[config.mk]
export PLATFORM = sky130hd
export DESIGN_NAME = mult
export DESIGN_NICKNAME = d
export VERILOG_FILES = /design/src/rtl/mult.sv
export SDC_FILE = /design/constraint.sdc
export NUM_CORES = 1
export LEC_CHECK = 0
export ABC_AREA = 1
export CAP_MARGIN = 0
export CELL_PAD_IN_SITES_DETAIL_PLACEMENT = 0
export CELL_PAD_IN_SITES_GLOBAL_PLACEMENT = 1
export CORE_MARGIN = 2
export CORE_UTILIZATION = 40
export DETAILED_ROUTE_END_ITERATION = 8
export GPL_TIMING_DRIVEN = 0
export HOLD_SLACK_MARGIN = 0.02
export PLACE_DENSITY_LB_ADDON = 0.08
export RECOVER_POWER = 25
export SETUP_SLACK_MARGIN = 0.4
export SYNTH_ARGS = -nofsm -noshare
export SYNTH_HDL_FRONTEND = slang
export SYNTH_SLANG_ARGS = --single-unit
[constraint.sdc]
create_clock -name clk -period 6.9 [get_ports clk]
set_clock_uncertainty 0.1 [all_clocks]
set_input_delay 1.035 -clock clk [delete_from_list [all_inputs] [get_ports clk]]
set_output_delay 1.035 -clock clk [all_outputs]
set_load 0.02 [all_outputs]
[src/rtl/mult.sv]
// ---------------------------------------------------------------------------
// mult: sequential signed multiplier (radix-2 Booth, one step per clock).
//
// Produces the full 2*WIDTH-bit two's-complement product of a and b and
// presents it on high/low together with a one-cycle mult_end pulse. The
// control unit pulses MultCtrl, then waits for mult_end before latching
// the HI/LO registers.
//
// Ports:
//   clk       in   1      rising-edge clock
//   reset     in   1      asynchronous, active-high reset
//   MultCtrl  in   1      start request, honoured only while idle
//   a         in   WIDTH  signed multiplicand, captured at start
//   b         in   WIDTH  signed multiplier, captured at start
//   high      out  WIDTH  product bits [2*WIDTH-1:WIDTH]
//   low       out  WIDTH  product bits [WIDTH-1:0]
//   mult_end  out  1      one-cycle completion pulse
//
// Timing: start sampled at edge 0, Booth steps at edges 1..WIDTH, results
// and mult_end registered at edge WIDTH+1. All outputs are registered.
// ---------------------------------------------------------------------------
module mult #(
    parameter int unsigned WIDTH = 32
) (
    input  logic             clk,
    input  logic             reset,
    input  logic             MultCtrl,
    input  logic [WIDTH-1:0] a,
    input  logic [WIDTH-1:0] b,
    output logic [WIDTH-1:0] high,
    output logic [WIDTH-1:0] low,
    output logic             mult_end
);

    localparam int unsigned CntW = $clog2(WIDTH + 1);

    typedef enum logic [1:0] {
        StIdle,
        StRun,
        StDone
    } state_e;

    state_e           state_q;
    logic [WIDTH:0]   acc_q;    // A: one bit wider so A - M never overflows
    logic [WIDTH:0]   mcand_q;  // M: sign-extended multiplicand
    logic [WIDTH-1:0] mplier_q; // Q: multiplier, fills with low product bits
    logic             q_m1_q;   // Q_-1
    logic [CntW-1:0]  count_q;

    logic [WIDTH:0]   acc_sum;

    // Booth add/subtract selected by the current multiplier bit pair.
    always_comb begin
        acc_sum = acc_q;
        case ({mplier_q[0], q_m1_q})
            2'b01:   acc_sum = acc_q + mcand_q;
            2'b10:   acc_sum = acc_q - mcand_q;
            default: acc_sum = acc_q;
        endcase
    end

    always_ff @(posedge clk or posedge reset) begin
        if (reset) begin
            state_q  <= StIdle;
            acc_q    <= '0;
            mcand_q  <= '0;
            mplier_q <= '0;
            q_m1_q   <= 1'b0;
            count_q  <= '0;
            high     <= '0;
            low      <= '0;
            mult_end <= 1'b0;
        end else begin
            unique case (state_q)
                StIdle: begin
                    mult_end <= 1'b0;
                    if (MultCtrl) begin
                        mcand_q  <= {a[WIDTH-1], a};
                        mplier_q <= b;
                        acc_q    <= '0;
                        q_m1_q   <= 1'b0;
                        count_q  <= CntW'(WIDTH);
                        state_q  <= StRun;
                    end
                end
                StRun: begin
                    mult_end <= 1'b0;
                    // Arithmetic right shift of {A, Q, Q_-1} after the add.
                    acc_q    <= {acc_sum[WIDTH], acc_sum[WIDTH:1]};
                    mplier_q <= {acc_sum[0], mplier_q[WIDTH-1:1]};
                    q_m1_q   <= mplier_q[0];
                    count_q  <= count_q - CntW'(1);
                    if (count_q == CntW'(1)) begin
                        state_q <= StDone;
                    end
                end
                StDone: begin
                    high     <= acc_q[WIDTH-1:0];
                    low      <= mplier_q;
                    mult_end <= 1'b1;
                    state_q  <= StIdle;
                end
                default: begin
                    state_q <= StIdle;
                end
            endcase
        end
    end

endmodule

==> impl_metrics.toml <==
[synthesis]
ys_seq_area_share_pct = 43.80
synth_top_flop_cell = "dfrtp_1"
synth_top_area_share_pct = 43.80
ys_ff_latch = 170
synthCells = 1258
synth_area_leaders = "dfrtp_1, nand2_1, o21ai_0, inv_1, ha_1"
yosys_warnings = 0
async_flop_share_pct = 100.0
synth_area_leader_cell = "dfrtp_1"
synth_cell_types = 43
syn_avg_cell_area_um2 = 7.721
synth_nets = 1362
netlist_area_um2 = 9713
synth_edf_count = 0

[die]
rows = 57
io_pins = 132
dieArea_um2 = 25550
die_w_um = 159.8
core_area_um2 = 24110
die_h_um = 159.8
start_util_pct = 40.29

[detailed_routing]
via_per_inst = 4.955
dr_total_vias = 8652
wl_per_cell_um = 16.48
post-route-drc-count = 0
drt-initial-drc-count = 519
ant_nets = 0
dr.pass1.iters = 5
drt-total-wl_mm = 28.78

[sta]
slew_violations = 59
fin_crit_sh_pct = 53.47
hold_viol_final = 0
fin_hold_ws_ns = 0.3811
grt_setup_unrepaired = "false"
setup_slack_ns = 3.211
worst_pin_slew_ns = 2.668
finalCriticalPeriod_ns = 3.689
finalSetupViolCount = 0
maxSlewHeadroom_pct = -78.82
timing.fmax_mhz = 271.1

[power_and_ir_drop]
ir_drop_mv = 0.2283
p_leak_uw = 0.005839
clock_power_share_pct = 13.4
power.switching_uw = 3686
seqPwrFrac_pct = 23.6
p_comb_share_pct = 63.0
power.density_nw_per_um2 = 591.6
total_power_uw = 7117
swShare_pct = 51.80
power.internal_uw = 3431

[clocking]
htreeDepth = 4
clkSinkCount = 170
numCtsBuffers = 17
clk_latency_ns = 0.44
cts_buffer_depth = 2
clock-root-buffer = "clkbuf_16"
cts.clk_slew.worst_paths_ns = 0.07
post_cts_resized = 0
hold_buffers = 0
post_cts_buffers = 0
cts_tree = "done"

[critical_path]
cp-start-kind = "register"
slowest_stage = "clkbuf_1"
crit_type = "register to register"
critPathRequiredTime_ns = 7.10
slowest_delay_ns = 0.42
worstPathArrival_ns = 3.89
crit_path_max_fanout = 10
cp-end-kind = "register"
cp_cell_sequence = "ha_1, inv_1, clkbuf_1, o21ai_0, xor2_1, ha_1, nand2_1, nor2_1, inv_1, nor2_1, nand4_1, nand3_1, nand2_1, nand3_1, o211ai_1"

[grt]
grt_first_pass_wirelength_mm = 45.37
antenna_found_initial = 0
grt_pass1_vias = 8497
grt_overflow_total = 0
grt_max_degree = 113
grt_use_total_pct = 22.77

[cells_and_area]
regArea_um2 = 4254
drive_above_1_share_pct = 5.767
nNetsFinal = 1513
final_cell_area_um2 = 12030
utilization_pct = 49.91
multi_input_area_um2 = 4619
fill_cells = 2519
final_cell_mix = "nand2_1, dfrtp_1, inv_1"
areaGrowthSynthToFinish_pct = 23.86
layout_commonest_cell = "nand2_1"
n_antenna_cell = 0

[status]
status = "finished with violations"
violations = "capacitance limit, slew limit"

[place]
post_dp_cell_area_um2 = 11460
hpwl_mm = 22.50
port_buffers = 131
dp_slack_ns = 3.271
gp_congestion = 0.8736

[job]
cap_viol_max_count = 1

[worst_hold_path]
hold_class = "register to register"
==> metal layers <==
| layer | vias to the layer above | track usage (%) | share of wire [%] | wire length [µm] |
|---|---|---|---|---|
| met5 | - | 0 | 0 | 0 |
| met3 | 32 | 3.506 | 4.1 | 1173 |
| li1 | 4409 | - | - | - |
| met4 | 0 | 6.552 | 2.1 | 591 |
| met1 | 4018 | 31.44 | 48 | 13750 |
| met2 | 193 | 37.29 | 46 | 13260 |
==> final timing paths <==
| kind | endpoint | depth (start not counted) | slack [ns] | startpoint |
|---|---|---|---|---|
| setup / recovery | acc_q[17] | 15 | 3.21 | mplier_q[0] |
| hold / removal | low[19] | 2 | 0.38 | low[19] |
| setup reg to reg | acc_q[17] | 15 | 3.21 | mplier_q[0] |
| hold reg to reg | low[19] | 2 | 0.38 | low[19] |
| max in group asynchronous | high[27] | 3 | 3.64 | reset |
| min in group asynchronous | low[24] | 2 | 1.69 | reset |
==> registers in the layout, summed over array words and instances, names as in the netlist, 2 cells and up <==
name and cells:
mcand_q 32, high 32, acc_q 32, count_q 6
low 32, mplier_q 32, state_q 2
==> synthesized netlist by cell type (2+ instances only) <==
cell type / instances
nor4_1: 3
o21ai_2: 4
nor2_1: 81
a22oi_1: 28
nor2_2: 2
o211ai_1: 4
o21ai_0: 140
mux2_2: 2
inv_2: 9
o21bai_1: 15
o31ai_1: 3
nand2_2: 6
nand3_1: 46
nor3_1: 10
nor2_4: 5
xnor2_1: 7
a21oi_1: 47
xor2_1: 29
o221ai_1: 11
nand3_2: 4
dfrtp_1: 170
inv_1: 167
ha_1: 36
nand2_1: 338
nand3b_1: 7
clkbuf_1: 24
o22ai_1: 20
o21ai_1: 2
o21a_1: 3
buf_2: 16
nand4_1: 7
==> kinds of logic after synthesis <==
logic type / synth area share, %
compound gates: 16.72
xor+xnor: 3.246
fa+ha+maj: 4.843
buf+inv: 8.592
flops: 43.80
mux: 0.3349
simple gates: 22.47
==> critical path: cells and delay by family, from the launching register on <==
| family | cells | cell delay [ns] |
|---|---|---|
| AO/OA/AOI/OAI | 2 | 0.30 |
| XOR/XNOR | 1 | 0.19 |
| adder cells (fa/ha/maj) | 2 | 0.70 |
| buffers and inverters | 3 | 0.75 |
| flip-flops | 1 | 0.39 |
| AND/OR/NAND/NOR | 7 | 1.10 |
==> through the flow <==
stage | setup TNS (ns) | instances
global placement | -232.53 | 1713
global route | 0 | 1746
finish | 0 | 1746
floorplan | 0 | 1258
CTS | 0 | 1746
detailed placement | 0 | 1714
==> layout make-up <==
type,count,area share (%)
multi-input combinational,871,38.40
clock inverter,14,1.248
tap,324,3.370
buffer,41,1.425
inverter,176,5.502
clock buffer,18,3.567
timing repair buffer,132,11.13
sequential,170,35.36
==> power groups by stage <==
stage	logic, µW	registers [µW]	clock network (µW)
6_report	4480	1680	954
5_1_grt	5050	1730	1010
4_1_cts	4480	1670	972
3_5_place_dp	4460	1690	0
3_3_place_gp	4420	1680	0
2_1_floorplan	3140	1690	0
(Power assumes the default switching activity.)
